===== src/rtl/counter_prescaler.sv =====
// Programmable tick prescaler: one-cycle ena every div+1 cycles while run is high, with a one-deep ratio update queue.
// Optional COUNTER_PRESCALER_SYNC_EN adds a sync input that restarts the current period.
module counter_prescaler #(
   parameter int WIDTH          = 16,
   parameter int IMPLEMENTATION = 0
) (
   input  logic             clk,
   input  logic             rst,
   input  logic             run,
`ifdef COUNTER_PRESCALER_SYNC_EN
   input  logic             sync,
`endif
   input  logic             cfg_vld,
   input  logic [WIDTH-1:0] cfg_div,
   output logic             cfg_rdy,
   output logic             ena
);

   generate
      if (IMPLEMENTATION != 0 && IMPLEMENTATION != 1) begin : g_bad_impl
         $fatal(1, "counter_prescaler: IMPLEMENTATION must be 0 or 1");
      end
   endgenerate

   localparam bit               DOWN = (IMPLEMENTATION == 0);
   localparam logic [WIDTH-1:0] ONE  = {{(WIDTH-1){1'b0}}, 1'b1};

   typedef enum logic {
      IDLE = 1'b0,
      RUN  = 1'b1
   } state_t;

   state_t           state;
   state_t           state_nxt;
   logic [WIDTH-1:0] div;
   logic [WIDTH-1:0] pnd_div;
   logic [WIDTH-1:0] phase;
   logic [WIDTH-1:0] div_apply;
   logic             pnd;
   logic             hs;
   logic             wrap;
   logic             sync_s;

`ifdef COUNTER_PRESCALER_SYNC_EN
   assign sync_s = sync;
`else
   assign sync_s = 1'b0;
`endif

   assign cfg_rdy   = !pnd;
   assign hs        = cfg_vld && cfg_rdy;
   assign div_apply = pnd ? pnd_div : div;
   // Down-counter ticks when it reaches 0; up-counter ticks when it reaches div.
   assign wrap      = DOWN ? (phase == '0) : (phase == div);

   always_ff @(posedge clk or posedge rst) begin
      if (rst) begin
         state <= IDLE;
      end else begin
         state <= state_nxt;
      end
   end

   always_comb begin
      state_nxt = state;
      case (state)
         IDLE:    if (run)  state_nxt = RUN;
         RUN:     if (!run) state_nxt = IDLE;
         default: state_nxt = IDLE;
      endcase
   end

   always_ff @(posedge clk or posedge rst) begin
      if (rst) begin
         div     <= '0;
         pnd_div <= '0;
         pnd     <= 1'b0;
         phase   <= '0;
         ena     <= 1'b0;
      end else begin
         ena <= 1'b0;
         if (state == IDLE) begin
            if (hs) div <= cfg_div;
            // Entering RUN: the first period already uses a ratio written on this edge.
            if (run && DOWN) phase <= hs ? cfg_div : div;
         end else if (!run) begin
            phase <= '0;
            if (pnd) begin
               div <= pnd_div;
               pnd <= 1'b0;
            end else if (hs) begin
               div <= cfg_div;
            end
         end else begin
            if (sync_s || wrap) begin
               ena   <= !sync_s;
               div   <= div_apply;
               phase <= DOWN ? div_apply : '0;
            end else begin
               phase <= DOWN ? (phase - ONE) : (phase + ONE);
            end
            // hs implies pnd was clear, so the pending slot is free to take the new ratio.
            if (hs) begin
               pnd     <= 1'b1;
               pnd_div <= cfg_div;
            end else if (sync_s || wrap) begin
               pnd <= 1'b0;
            end
         end
      end
   end

endmodule


===== config.mk =====
export PLATFORM = sky130hd
export DESIGN_NAME = counter_prescaler
export DESIGN_NICKNAME = d
export VERILOG_FILES = /design/src/rtl/counter_prescaler.sv
export SDC_FILE = /design/constraint.sdc
export NUM_CORES = 1
export LEC_CHECK = 0
export BUFFER_PORTS_ARGS = -buffer_cell sky130_fd_sc_hd__clkbuf_2
export CORE_MARGIN = 3
export CORE_UTILIZATION = 25
export DETAILED_ROUTE_END_ITERATION = 12
export PLACE_DENSITY_LB_ADDON = 0.15
export SETUP_SLACK_MARGIN = 0.15
export SLEW_MARGIN = 20
export SYNTH_ARGS = -nofsm -noshare
export SYNTH_HDL_FRONTEND = slang
export SYNTH_SLANG_ARGS = --single-unit

===== constraint.sdc =====
create_clock -name clk -period 2 [get_ports clk]
set_input_delay 0.3 -clock clk [delete_from_list [all_inputs] [get_ports clk]]
set_output_delay 0.3 -clock clk [all_outputs]
set_load 0.03 [all_outputs]

; Word-level counts from Yosys, hierarchy flattened
; Index checks and enable logic that the tools add are counted.
[word_totals]
in_bits = 20
register_bits = 51
output_inout_bits = 2
wordCells = 32
[classes]
n_eq_ne = 2
mux = 17
n_addsub = 1
reduce_logical = 6
[op_table]
columns = cell, n
row1 = $mux 16, 10
row2 = $logic_not 16->1, 1
row3 = $sub 16x1->16 const B, 1
row4 = $mux 1, 7
row5 = $ne 3x1->1 const B, 1
row6 = $ne 3x2->1 const B, 1
row7 = $reduce_and 3->1, 1
row8 = $reduce_and 2->1, 1
row9 = $reduce_bool 2->1, 1
row10 = $logic_and 1x1->1, 1
row11 = $logic_not 1->1, 1

; Depth between registers and ports, before layout
[depth]
ltp_word = 6
depth_mapped = 9
depth_no_buf = 8

; Worst setup path before layout
; No wires, ideal clock.
[synth_path]
path_type = register to register
startpoint = register phase[2]
endpoint = register phase[13]
t_required_ns = 1.868
arrival_ns = 1.615
stages_incl_launch_ff = 6
path_buffers = 0
setup_time_ns = 0.132
slack_ns = 0.253
synth_period_minus_slack_ns = 1.747
path_cell_list = dfrtp_1 nor4_4 and4b_1 a21oi_1 nor4b_2 o22ai_1
[synth_via]
elab_chain_len = 4
elab_cells_between_ends = 5
[synth_rtl]
columns = element, line_no
row1 = start: declaration, 37  ; logic [WIDTH-1:0] phase;
row2 = start signal: assignment, 85  ; if (run && DOWN) phase <= hs ? cfg_div : div;
row3 = start signal: assignment, 98  ; phase <= DOWN ? div_apply : '0;
row4 = start signal: assignment, 100  ; phase <= DOWN ? (phase - ONE) : (phase + ONE);
row5 = $sub 16x1->16 / $logic_not 16->1 (equally long branches), "100, 54"
row6 = $mux 16 *, 95  ; if (sync_s || wrap) begin
row7 = $mux 16 *, 86  ; end else if (!run) begin
row8 = $mux 16 *, 82  ; if (state == IDLE) begin
; Mark *: on every way between the ends. The rest lies on a longest branch, timed or not.
; A chain may end at the register's enable or synchronous reset.

; Final worst setup path
[layout_path]
startpoint = register phase[14]
endpoint = register div[8]
[layout_via]
elab_chain_len = 2
[layout_rtl]
columns = element, line_no
row1 = $logic_not 16->1, 54  ; assign wrap = DOWN ? (phase == '0) : (phase == div);
row2 = $ne 3x2->1 (no line), --
row3 = end signal: assignment, 83  ; if (hs) div <= cfg_div;
row4 = end signal: assignment, 89  ; div <= pnd_div;
row5 = end signal: assignment, 92  ; div <= cfg_div;
row6 = end: declaration, 35  ; logic [WIDTH-1:0] div;
; Every way passes these cells.

==> impl_metrics.ini <==
[run_status]
run_status = completed

[synthesis]
syn-num-nets = 355
yosys_warnings = 0
synth_area_per_cell_um2 = 9.77
synth_enable_flop_cells = 0
synth.distinct_cells = 55
yosys.area.top_type = sky130_fd_sc_hd__dfrtp_1
syn_area_mm2 = 0.00325
syn_inst = 333
synth-main-ff-cell = sky130_fd_sc_hd__dfrtp_1
post-synth-top-area-fraction = 0.392
synth_area_leaders = sky130_fd_sc_hd__dfrtp_1 (39%), sky130_fd_sc_hd__mux2i_1 (8.3%), sky130_fd_sc_hd__mux2_2 (8.3%)
ys_ff_latch = 51
asr_flop_ratio_synth = 1.00
synth.yosys.seq_area_share = 0.392

[sta]
finalSetupTns_ns = 0
rsz0062_at_grt = true
clock-skew-final_ns = 0.00856
fmax_mhz = 554
fin_crit_ns = 1.80
final_hold_viol_count = 0
finalWorstSetupSlack_ns = 0.196
max_slew_margin = 0.665
setup_viol = 0
maxSlewViolCount = 0
max_slew.worst_pin.slew_ns = 0.500
min_period_over_period = 0.902

[clock_tree]
cts_root_buf = sky130_fd_sc_hd__clkbuf_16
tritoncts.num_buffers = 5
deepest_clock_path_buffer_count = 2
numClockSinks = 51
clk_latency_ns = 0.29
cts.hold.buffers_added = 0
tritoncts = done
cts_clock_pin_slew_for_the_worst_setup_and_hold_paths_ns = 0.07
clock_tree.htree_level_count = 2

[detailed_routing]
drc_errors = 0
routed_via_density = 5.06
wl_per_cell_um = 18.1
final_antenna_net_count = 0
routed_wirelength_um = 9910
drt-pass1-iter-count = 4
drt_first_iter_violations = 152
via_count = 2761

[grt]
global_route_wire_length_before_repair_um = 15800
first_global_vias = 2797
grt_max_degree = 37
grt_usage = 0.140
grt_antenna_before_repair = 0
grt_remaining_overflow = 0

[cells_and_area]
finish.net_count = 395
drive_above_1_share = 0.286
area_delta_synth_final_pct = 22.0
antenna_cells = 0

[worst_setup_path]
timing.critical_path.arrival_ns = 1.98
timing.reg2reg.worst_path_depth = 6
worst_setup_path_start_kind = flip-flop
timing.critical_path.cells = nor4_4 -> buf_4 -> and3_1 -> and2_1 -> a21oi_2 -> o2bb2ai_1
worst_path_dominant_cell_family = simple AND/OR/NAND/NOR gates
timing.setup.critical_path_class = flip-flop to flip-flop
slowest_stage = sky130_fd_sc_hd__dfrtp_1
critical_path_required_time_ns = 2.17
worst_setup_path_end_kind = flip-flop
crit_path_max_incr_delay_ns = 0.44
worstSetupPathDepth = 6
cp_max_fo = 4
cp_bufs_invs = 1

[die]
initial_utilization = 0.257
fp.coreArea_mm2 = 0.0127
overall_die_area_mm2 = 0.0144
floorplan.rows = 41
boundaryPins = 22
dieWidth_um = 120
floorplan.die.height_um = 120

[power_and_ir_drop]
power.density_mw_per_mm2 = 961
vdd_ir_drop_max_mv = 0.306
p_leak_nw = 1.67

[placed_design]
buffer_ports.inserted = 21
dpl_worst_slack_ns = 0.0379
globalplace.congestion = 0.806
detailed_place_hpwl_um = 7080

[hold_path]
holdCritPathClass = input port to asynchronous set/reset pin

[run]
cap_violations = 0
[repair_timing]
action                     CTS  global route
gates resized for setup      2            11
gates cloned                 0             1
setup endpoints to repair   27            31
buffers inserted             4             3
pin swaps                    2             4
[per-stage QoR]
stage                     instances  area (µm²)  hold slack (ns)  total power [W]   util
after floorplan                 333        3250            0.331          0.00240      -
after global placement          530        3700            0.339          0.00285  0.292
after detailed placement        530        3700            0.339          0.00285  0.292
after CTS                       542        3890           0.0205          0.00377  0.307
after global routing            546        3970           0.0339          0.00407  0.313
final                           546        3970          0.00542          0.00381  0.313
[layout by cell type (no fill, tap or decap), types with 9 or more instances in the layout]
| master | Yosys | routed |
|---|---|---|
| sky130_fd_sc_hd__o21ai_0 | 21 | 20 |
| sky130_fd_sc_hd__nand2_1 | 23 | 23 |
| sky130_fd_sc_hd__dfrtp_1 | 51 | 50 |
| sky130_fd_sc_hd__o2bb2ai_1 | 11 | 11 |
| sky130_fd_sc_hd__mux2i_1 | 27 | 27 |
| sky130_fd_sc_hd__mux2_2 | 24 | 24 |
| sky130_fd_sc_hd__buf_4 | 3 | 30 |
| sky130_fd_sc_hd__clkbuf_2 | 0 | 21 |
| sky130_fd_sc_hd__a21oi_1 | 10 | 9 |
| sky130_fd_sc_hd__nor2_1 | 22 | 22 |
[flip-flops by register name, summed over array words and instances, names as in the netlist]
| signal | cells |
|---|---|
| div | 16 |
| state | 1 |
| phase | 16 |
| ena | 1 |
| pnd | 1 |
| pnd_div | 16 |
[routing by layer]
layer,GRT usage,wire length [µm],vias to the layer above
met5,0,0,-
met4,0.0415,108,0
met3,0.0226,277,6
met2,0.212,4510,57
met1,0.206,5010,1369
li1,-,-,1329
[worst reg2reg max path: cells and delay by family (launching register included)]
| family | cells | cell delay [ns] |
|---|---|---|
| and+or+nand+nor | 3 | 0.81 |
| DFF | 1 | 0.44 |
| buffers and inverters | 1 | 0.18 |
| AOI/OAI and AO/OA | 2 | 0.27 |
[power by group]
group          switching (W)  internal, W
Sequential          0.000249      0.00128
Clock               0.000401     0.000465
Combinational       0.000715     0.000704
Total                0.00136      0.00245
[cell type report]
class / instances / area, µm²
clock buffer: 7 / 133
tap: 172 / 215
fill: 1350 / 8700
inverter: 10 / 37.5
clock inverter: 1 / 5.00
timing repair buffer: 57 / 433
multi-input combinational: 248 / 1870
sequential: 51 / 1280
[path summary, 6_finish.rpt]
kind                       slack (ns)   startpoint          end
max in group asynchronous        1.44          rst     phase[5]
min in group clk                 0.22          run        state
setup reg to reg                 0.20    phase[14]       div[8]
hold / removal                  0.005          rst      div[12]
hold reg to reg                  0.50  pnd_div[15]  pnd_div[15]
setup / recovery                 0.20    phase[14]       div[8]
[cell usage after synthesis (3+ instances only)]
cell and count:
sky130_fd_sc_hd__a211oi_1 5, sky130_fd_sc_hd__a21boi_0 4, sky130_fd_sc_hd__a21oi_1 10, sky130_fd_sc_hd__a22o_1 8, sky130_fd_sc_hd__a22oi_1 6, sky130_fd_sc_hd__a2bb2oi_1 6
sky130_fd_sc_hd__buf_1 4, sky130_fd_sc_hd__buf_2 7, sky130_fd_sc_hd__buf_4 3, sky130_fd_sc_hd__clkbuf_1 9, sky130_fd_sc_hd__dfrtp_1 51, sky130_fd_sc_hd__inv_1 9
sky130_fd_sc_hd__mux2_2 24, sky130_fd_sc_hd__mux2i_1 27, sky130_fd_sc_hd__nand2_1 23, sky130_fd_sc_hd__nand3_1 8, sky130_fd_sc_hd__nor2_1 22, sky130_fd_sc_hd__nor2b_1 3
sky130_fd_sc_hd__nor3_1 7, sky130_fd_sc_hd__o21ai_0 21, sky130_fd_sc_hd__o21ai_1 6, sky130_fd_sc_hd__o22ai_1 8, sky130_fd_sc_hd__o2bb2ai_1 11, sky130_fd_sc_hd__o311ai_0 4
sky130_fd_sc_hd__o31ai_1 3, sky130_fd_sc_hd__xnor2_1 5
[logic make-up (layout without fill, tap and decap cells)]
kind of cell | count (synthesis) | count (layout) | synth area share
adders and majority gates | 2 | 2 | 0.00769
xor gates and xnor gates | 6 | 6 | 0.0162
AOI/OAI and AO/OA | 106 | 107 | 0.230
DFF | 51 | 51 | 0.392
muxes | 51 | 51 | 0.166
and+or+nand+nor | 82 | 82 | 0.137
buffers and inverters | 35 | 75 | 0.0511
Power figures use the tool's default switching activity.
